File: src/rtl/adc_result_buffer.sv
// Averages SAR ADC codes over 2^avg_sel samples (one capture per EOC rise) and
// queues each result in a first-word fall-through FIFO with a sticky overflow flag.
module adc_result_buffer #(
   parameter int unsigned NUM_BITS = 4,
   parameter int unsigned DEPTH    = 8
) (
   input  logic                       clk,
   input  logic                       rst_n,
   input  logic [NUM_BITS-1:0]        D_in,
   input  logic                       EOC,
   input  logic [1:0]                 avg_sel,
   input  logic                       clr,
   input  logic                       out_ready,
   output logic [NUM_BITS-1:0]        out_data,
   output logic                       out_valid,
   output logic [$clog2(DEPTH):0]     count,
   output logic                       overflow
);

   localparam int unsigned AW = NUM_BITS + 3;
   localparam int unsigned PW = $clog2(DEPTH);
   localparam int unsigned CW = PW + 1;
   localparam int unsigned SW = 4;

   logic                eoc_q, eoc_d;
   logic [AW-1:0]       acc_q, acc_d;
   logic [SW-1:0]       cnt_q, cnt_d;
   logic [1:0]          win_sel_q, win_sel_d;
   logic [PW-1:0]       wr_ptr_q, wr_ptr_d;
   logic [PW-1:0]       rd_ptr_q, rd_ptr_d;
   logic [CW-1:0]       count_q, count_d;
   logic                ovf_q, ovf_d;
   logic                valid_q, valid_d;
   logic [NUM_BITS-1:0] head_q, head_d;
   logic [NUM_BITS-1:0] mem_q [DEPTH];

   logic                cap, last, pop, full, push, mem_we;
   logic [1:0]          sel_eff;
   logic [AW-1:0]       sum;
   logic [NUM_BITS-1:0] result;

   // Capture, averaging and FIFO next-state; clr overrides everything.
   always_comb begin
      eoc_d     = EOC;
      acc_d     = acc_q;
      cnt_d     = cnt_q;
      win_sel_d = win_sel_q;
      wr_ptr_d  = wr_ptr_q;
      rd_ptr_d  = rd_ptr_q;
      count_d   = count_q;
      ovf_d     = ovf_q;
      mem_we    = 1'b0;

      cap     = EOC && !eoc_q;
      sel_eff = (cnt_q == '0) ? avg_sel : win_sel_q;
      sum     = acc_q + AW'(D_in);
      last    = cap && ((cnt_q + SW'(1)) == (SW'(1) << sel_eff));
      result  = NUM_BITS'(sum >> sel_eff);
      pop     = valid_q && out_ready;
      full    = (count_q == CW'(DEPTH));
      push    = last && (!full || pop);

      if (cap) begin
         if (cnt_q == '0) win_sel_d = avg_sel;
         if (last) begin
            acc_d = '0;
            cnt_d = '0;
         end else begin
            acc_d = sum;
            cnt_d = cnt_q + SW'(1);
         end
      end

      if (last && full && !pop) ovf_d = 1'b1;

      if (push) begin
         mem_we   = 1'b1;
         wr_ptr_d = wr_ptr_q + PW'(1);
      end
      if (pop) rd_ptr_d = rd_ptr_q + PW'(1);
      if (push && !pop)      count_d = count_q + CW'(1);
      else if (pop && !push) count_d = count_q - CW'(1);

      if (push && (wr_ptr_q == rd_ptr_d)) head_d = result;
      else                                head_d = mem_q[rd_ptr_d];

      if (clr) begin
         eoc_d    = EOC;
         acc_d    = '0;
         cnt_d    = '0;
         wr_ptr_d = '0;
         rd_ptr_d = '0;
         count_d  = '0;
         ovf_d    = 1'b0;
         mem_we   = 1'b0;
         head_d   = '0;
      end

      valid_d = (count_d != '0);
   end

   always_ff @(posedge clk or negedge rst_n) begin
      if (!rst_n) begin
         eoc_q     <= 1'b1;
         acc_q     <= '0;
         cnt_q     <= '0;
         win_sel_q <= '0;
         wr_ptr_q  <= '0;
         rd_ptr_q  <= '0;
         count_q   <= '0;
         ovf_q     <= 1'b0;
         valid_q   <= 1'b0;
         head_q    <= '0;
      end else begin
         eoc_q     <= eoc_d;
         acc_q     <= acc_d;
         cnt_q     <= cnt_d;
         win_sel_q <= win_sel_d;
         wr_ptr_q  <= wr_ptr_d;
         rd_ptr_q  <= rd_ptr_d;
         count_q   <= count_d;
         ovf_q     <= ovf_d;
         valid_q   <= valid_d;
         head_q    <= head_d;
      end
   end

   // Storage array; cleared on reset so the head is never unknown.
   always_ff @(posedge clk or negedge rst_n) begin
      if (!rst_n) begin
         for (int i = 0; i < DEPTH; i++) mem_q[i] <= '0;
      end else if (mem_we) begin
         mem_q[wr_ptr_q] <= result;
      end
   end

   assign out_data  = head_q;
   assign out_valid = valid_q;
   assign count     = count_q;
   assign overflow  = ovf_q;

endmodule

File: config.mk
export PLATFORM = sky130hd
export DESIGN_NAME = adc_result_buffer
export DESIGN_NICKNAME = d
export VERILOG_FILES = /design/src/rtl/adc_result_buffer.sv
export SDC_FILE = /design/constraint.sdc
export NUM_CORES = 1
export LEC_CHECK = 0
export ABC_CLOCK_PERIOD_IN_PS = 3390
export CORE_MARGIN = 3
export CORE_UTILIZATION = 45
export CTS_BUF_LIST = sky130_fd_sc_hd__clkbuf_4 sky130_fd_sc_hd__clkbuf_8
export CTS_CLUSTER_DIAMETER = 120
export DETAILED_ROUTE_END_ITERATION = 12
export SKIP_LAST_GASP = 1
export SYNTH_ARGS = -nofsm -noshare
export SYNTH_HDL_FRONTEND = slang
export SYNTH_SLANG_ARGS = --single-unit
File: constraint.sdc
create_clock -name clk -period 3.39 [get_ports clk]
set_input_delay 1.017 -clock clk [delete_from_list [all_inputs] [get_ports clk]]
set_output_delay 1.017 -clock clk [all_outputs]
set_load 0.02 [all_outputs]
==> results of run 1 <==
[final timing paths]
path | start | to | slack (ns) | cells past startpoint
max in group asynchronous | rst_n | eoc_q | 2.41 | 2
min in group asynchronous | rst_n | count[0] | 0.67 | 2
setup reg to reg | cnt_q[0] | mem_q[18] | 0.35 | 11
hold reg to reg | mem_q[23] | mem_q[23] | 0.50 | 1
hold / removal | mem_q[23] | mem_q[23] | 0.50 | 1
setup / recovery | D_in[0] | mem_q[21] | 0.13 | 8
[sequential cells by signal, indices dropped and copies added, names as in the netlist]
name       count
out_data       4
overflow       1
eoc_q          1
mem_q         32
count          4
rd_ptr_q       3
wr_ptr_q       3
win_sel_q      2
acc_q          7
cnt_q          4
out_valid      1
[where the power goes]
group | switching [mW] | internal, mW | total, mW
registers | 0.0543 | 0.815 | 0.869
clock network | 0.311 | 0.266 | 0.577
logic | 0.333 | 0.349 | 0.682
[placed cells by master (no fill, tap or decap), types with 2 or more instances in the layout]
cell,synthesis,layout
inv_1,7,7
clkdlybuf4s50_1,0,19
nor2_1,21,21
and2_1,3,3
nor3_1,7,7
ha_1,10,10
mux2i_1,10,10
xnor2_1,7,7
clkinv_2,0,2
mux4_2,9,9
a21o_1,5,5
xor2_1,11,11
clkbuf_8,0,9
a211oi_1,2,2
buf_4,0,21
buf_12,0,2
a22o_1,4,4
a21oi_1,4,4
dfrtp_1,61,61
clkinvlp_4,0,3
mux4_1,2,2
nand2_1,24,24
mux2_2,38,38
o21ai_0,13,13
nand3_1,4,4
and3_1,2,2
nand4_1,4,4
[stage by stage]
stage,instance area (um^2),hold WS [ns]
6_report,3990,0.504
5_1_grt,3990,0.523
4_1_cts,3990,0.508
3_5_place_dp,3820,0.490
3_3_place_gp,3820,0.484
2_1_floorplan,3330,0.467
[routing by layer]
metal	GRT usage (%)	routed length (um)	vias up
li1	-	-	1100
met1	23.2	3240	1116
met2	27.0	3150	32
met3	3.77	192	6
met4	5.94	77	0
met5	0	0	-
[logic make-up (layout without fill, tap and decap cells)]
logic type      after synthesis  after routing  share of synthesized area, %
simple gates                 74             74                          11.0
buf+inv                      15             66                          1.73
xor+xnor                     18             18                          4.73
mux                          59             59                          23.5
fa+ha+maj                    11             11                          4.35
flops                        62             62                          46.6
compound gates               38             38                          8.18
[worst reg2reg max path: cells and delay by family (launching register included)]
kind	cells	cell delay (ns)
AND/OR/NAND/NOR	4	0.87
multiplexers	2	0.69
AO/OA/AOI/OAI	2	0.50
flip-flops	1	0.45
buffers and inverters	2	0.26
adder cells (fa/ha/maj)	1	0.15
[final cells by class]
type	instances	area (um^2)
clock buffer	9	124
clock inverter	7	50.0
fill	621	2990
inverter	7	26.3
multi-input combinational	200	1720
sequential	62	1550
tap	96	120
timing repair buffer	43	393
==> impl_metrics.toml, run 1 <==
[synth]
yosys-top-cells-count = "dfrtp_1, mux2_2, nand2_1"
synth_most_common_cell = "dfrtp_1"
async_reset_ff_share_pct = 100
yosys-top-cells-area = "dfrtp_1, mux2_2, mux4_2, ha_1, mux2i_1"
syn_inst = 277
syn_avg_cell_area_um2 = 12.0
synthFlopType = "dfrtp_1"
syn_nets = 299
synth_top_area_share_pct = 45.8
synth_edf_count = 0
netlist_area_um2 = 3330
synth_top_cell_by_area = "dfrtp_1"
synth_cell_types = 45
synth-seq-area-share_pct = 46.6
ys.warnings.count = 0
ys_ff_latch = 62

[pwr]
p_per_area_nw_per_um2 = 533
power.total_mw = 2.13
p_leak_nw = 1.89
peakVddDrop_uv = 214

[worst_hold_path]
hp-class = "register to register"

[cells_and_area]
final_cells = 424
n_antenna_cell = 0
finalCoreUtilization_pct = 57.2
drive_above_1_share_pct = 29.3
nets = 345
syn_to_final_growth_pct = 19.7

[worst_setup_path]
critPathKind = "input port to register"
worstPathCellList = "clkdlybuf4s50_1 > ha_1 > fa_1 > a21o_1 > a21oi_1 > xnor2_1 > mux4_2 > mux2_2"
worst_path_max_delay_cell = "mux4_2"
crit_buf_inv = 1
endpoint_kind = "register"
crit_arrival_ns = 3.48
crit_path_start_kind = "input port"
crit_path_max_incr_delay_ns = 0.59
crit_required_ns = 3.61
critPathTopFamily = "multiplexers"
cp_max_fo = 9

[timing]
slew_viol_final = 0
fin_crit_sh_pct = 96.2
setup_viol = 0
tightest_slew_ns = 0.746
rsz0062_at_grt = "no"
finalHoldViolCount = 0
timing.slew.headroom_pct = 50.1
setup_tns_ns = 0
post-route-min-period_ns = 3.26
setup_slack_ns = 0.128
finClkSkew_ns = 0.0125
max_freq_mhz = 307

[floorplanning]
ios = 21
die_width_um = 92.1
core_area_um2 = 6980
die-area_um2 = 8480
fp-row-count = 30
die_h_um = 92.1
initial_core_util_pct = 47.8

[detailed_routing]
drt-pass1-iter-count = 4
routed_via_density = 5.32
routedWlPerCell_um = 15.7
final_antenna_net_count = 0
drtIter0Drc = 78
finalWirelength_um = 6660
num_vias = 2254
drc = 0

[grt]
overflow = 0
grt_max_degree = 63
antenna_found_initial = 0
track_usage_pct = 17.1
grt_pass1_vias = 2218
grt_pass1_wl_um = 11200

[cts]
clk_latency_ns = 0.34
cts.sink_count = 62
cts_tree = "yes"
clk_path_buf_depth = 2
post_cts_resized = 0
cts_setup_buffers = 0
numCtsBuffers = 9
htreeDepth = 3
root_buffer = "clkbuf_8"
cts_hold_buf = 0
clkTransAtPathRegs_ns = 0.08

[placed_design]
post-dp-hpwl_um = 4720
dp_cells = 408
post-place-ws_ns = -0.209
gp_routability_congestion = 0.829
port_buffers = 20

[job]
max_cap_viol_count = 0

[run_status]
status = "finished, final reports clean"
(Power assumes the default switching activity.)
==> run 2, diff against run 1 <==
- CORE_ASPECT_RATIO: default -> 0.6
- CORE_UTILIZATION: 45 -> 30
- PLACE_DENSITY: default -> 0.46
==> impl_metrics.toml, run 2 (synthesis gave the netlist of run 1 again) <==
[run_status]
status = "finished, final reports clean"

[cts]
numCtsBuffers = 9
clk_latency_ns = 0.36
cts_hold_buf = 0
clkTransAtPathRegs_ns = 0.07
cts.sink_count = 62
cts_tree = "yes"
htreeDepth = 3
clk_path_buf_depth = 2
cts_setup_buffers = 0
root_buffer = "clkbuf_8"

[grt]
antenna_found_initial = 0
grt_pass1_wl_um = 12900
grt_pass1_vias = 2312
track_usage_pct = 13.7
grt_max_degree = 24
overflow = 0

[worst_setup_path]
critPathCapture = "mem_q[29]"
critPathKind = "input port to register"
crit_buf_inv = 1
critPathLaunch = "D_in[0]"
critPathTopFamily = "multiplexers"
crit_path_max_incr_delay_ns = 0.61
endpoint_kind = "register"
r2r_start = "cnt_q[1]"
worst_path_max_delay_cell = "mux4_2"
rr_worst_depth = 12
cp_num_cells = 8
crit_arrival_ns = 3.54
worstPathCellList = "clkdlybuf4s50_1 > ha_1 > fa_1 > a21o_1 > a21oi_2 > xnor2_2 > mux4_2 > mux2_2"
crit_path_start_kind = "input port"
crit_required_ns = 3.63
reg2reg_slack_ns = 0.39
cp_max_fo = 9
worstReg2RegEnd = "mem_q[26]"

[pwr]
p_per_area_nw_per_um2 = 574
p_leak_nw = 1.96
power.total_mw = 2.40
peakVddDrop_uv = 167

[cells_and_area]
seqCellArea_um2 = 1550
final_common_cell = "dfrtp_1"
fillCellCount = 1014
drive_above_1_share_pct = 30.9
n_antenna_cell = 0
top_register = "mem_q"
final_cells = 472
largest_reg_flops = 32
multi_input_area_um2 = 1770
nets = 350
largest_registers = "mem_q x32, acc_q x7"
syn_to_final_growth_pct = 25.3
layout_common_cells = "dfrtp_1, mux2_2, buf_4"

[detailed_routing]
drtIter0Drc = 82
drt-pass1-iter-count = 4
routed_via_density = 4.92
drc = 0
routedWlPerCell_um = 16.7
num_vias = 2321
final_antenna_net_count = 0
finalWirelength_um = 7890

[timing]
setup_viol = 0
post-route-min-period_ns = 3.30
timing.slew.headroom_pct = 46.3
fin_crit_sh_pct = 97.3
tightest_slew_ns = 0.803
max_freq_mhz = 303
slew_viol_final = 0
rsz0062_at_grt = "no"
setup_tns_ns = 0
finalHoldViolCount = 0
setup_slack_ns = 0.0919
finClkSkew_ns = 0.00976

[floorplanning]
fp-row-count = 29
die_width_um = 142
die-area_um2 = 12500
initial_core_util_pct = 31.2
ios = 21
core_area_um2 = 10700
die_h_um = 87.7

[placed_design]
dp_cells = 455
post-dp-hpwl_um = 5580
post-place-ws_ns = -0.255
port_buffers = 20
gp_routability_congestion = 0.785

[worst_hold_path]
whs_path_depth = 2
hp-class = "register to register"

[job]
max_cap_viol_count = 0
[run 2: how the worst min path moves through the flow]
| stage | start | endpoint | slack (ns) |
|---|---|---|---|
| 3_3_place_gp | mem_q[27] | mem_q[27] | 0.48 |
| 4_1_cts | mem_q[27] | mem_q[27] | 0.51 |
| 6_report | overflow | overflow | 0.50 |
| 3_5_place_dp | mem_q[27] | mem_q[27] | 0.49 |
| 5_1_grt | mem_q[27] | mem_q[27] | 0.52 |
| 2_1_floorplan | win_sel_q[0] | win_sel_q[0] | 0.47 |
[run 2: layer usage]
layer,GRT usage (%),wire (um),vias up
li1,-,-,1124
met1,21.7,4410,1149
met2,17.4,2920,39
met3,4.31,450,9
met4,3.92,102,0
met5,0,0,-
[run 2: timing repair]
action                                  in CTS  in global routing
hold endpoints to repair                     0                  0
gates resized for setup                      0                  3
endpoints found under the setup margin       0                 19
[run 2: tightest hold or removal path, cell delays in order, from the launching register on]
cell and delay [ns]:
dfrtp_1 0.34, a21oi_1 0.04, nor2_1 0.08
[run 2: power by group]
group	leakage [nW]	internal [mW]	switching [mW]
registers	0.846	0.815	0.0547
logic	0.996	0.355	0.367
clock network	0.116	0.490	0.314
total	1.96	1.66	0.736
[run 2: through the flow]
stage	instance area, um^2	hold slack [ns]	util, %
detailed placement	3890	0.490	36.3
global placement	3890	0.484	36.3
global route	4180	0.519	39.0
finish	4180	0.504	39.0
CTS	4130	0.506	38.6
floorplan	3330	0.467	-
[run 2: final cells by class]
class                           instances  area share (%)
Clock buffer                            9            2.97
Clock inverter                          7            2.94
Inverter                                7           0.629
Multi-Input combinational cell        201            42.3
Sequential cell                        62            37.2
Tap cell                              139            4.16
Timing Repair Buffer                   47            9.83
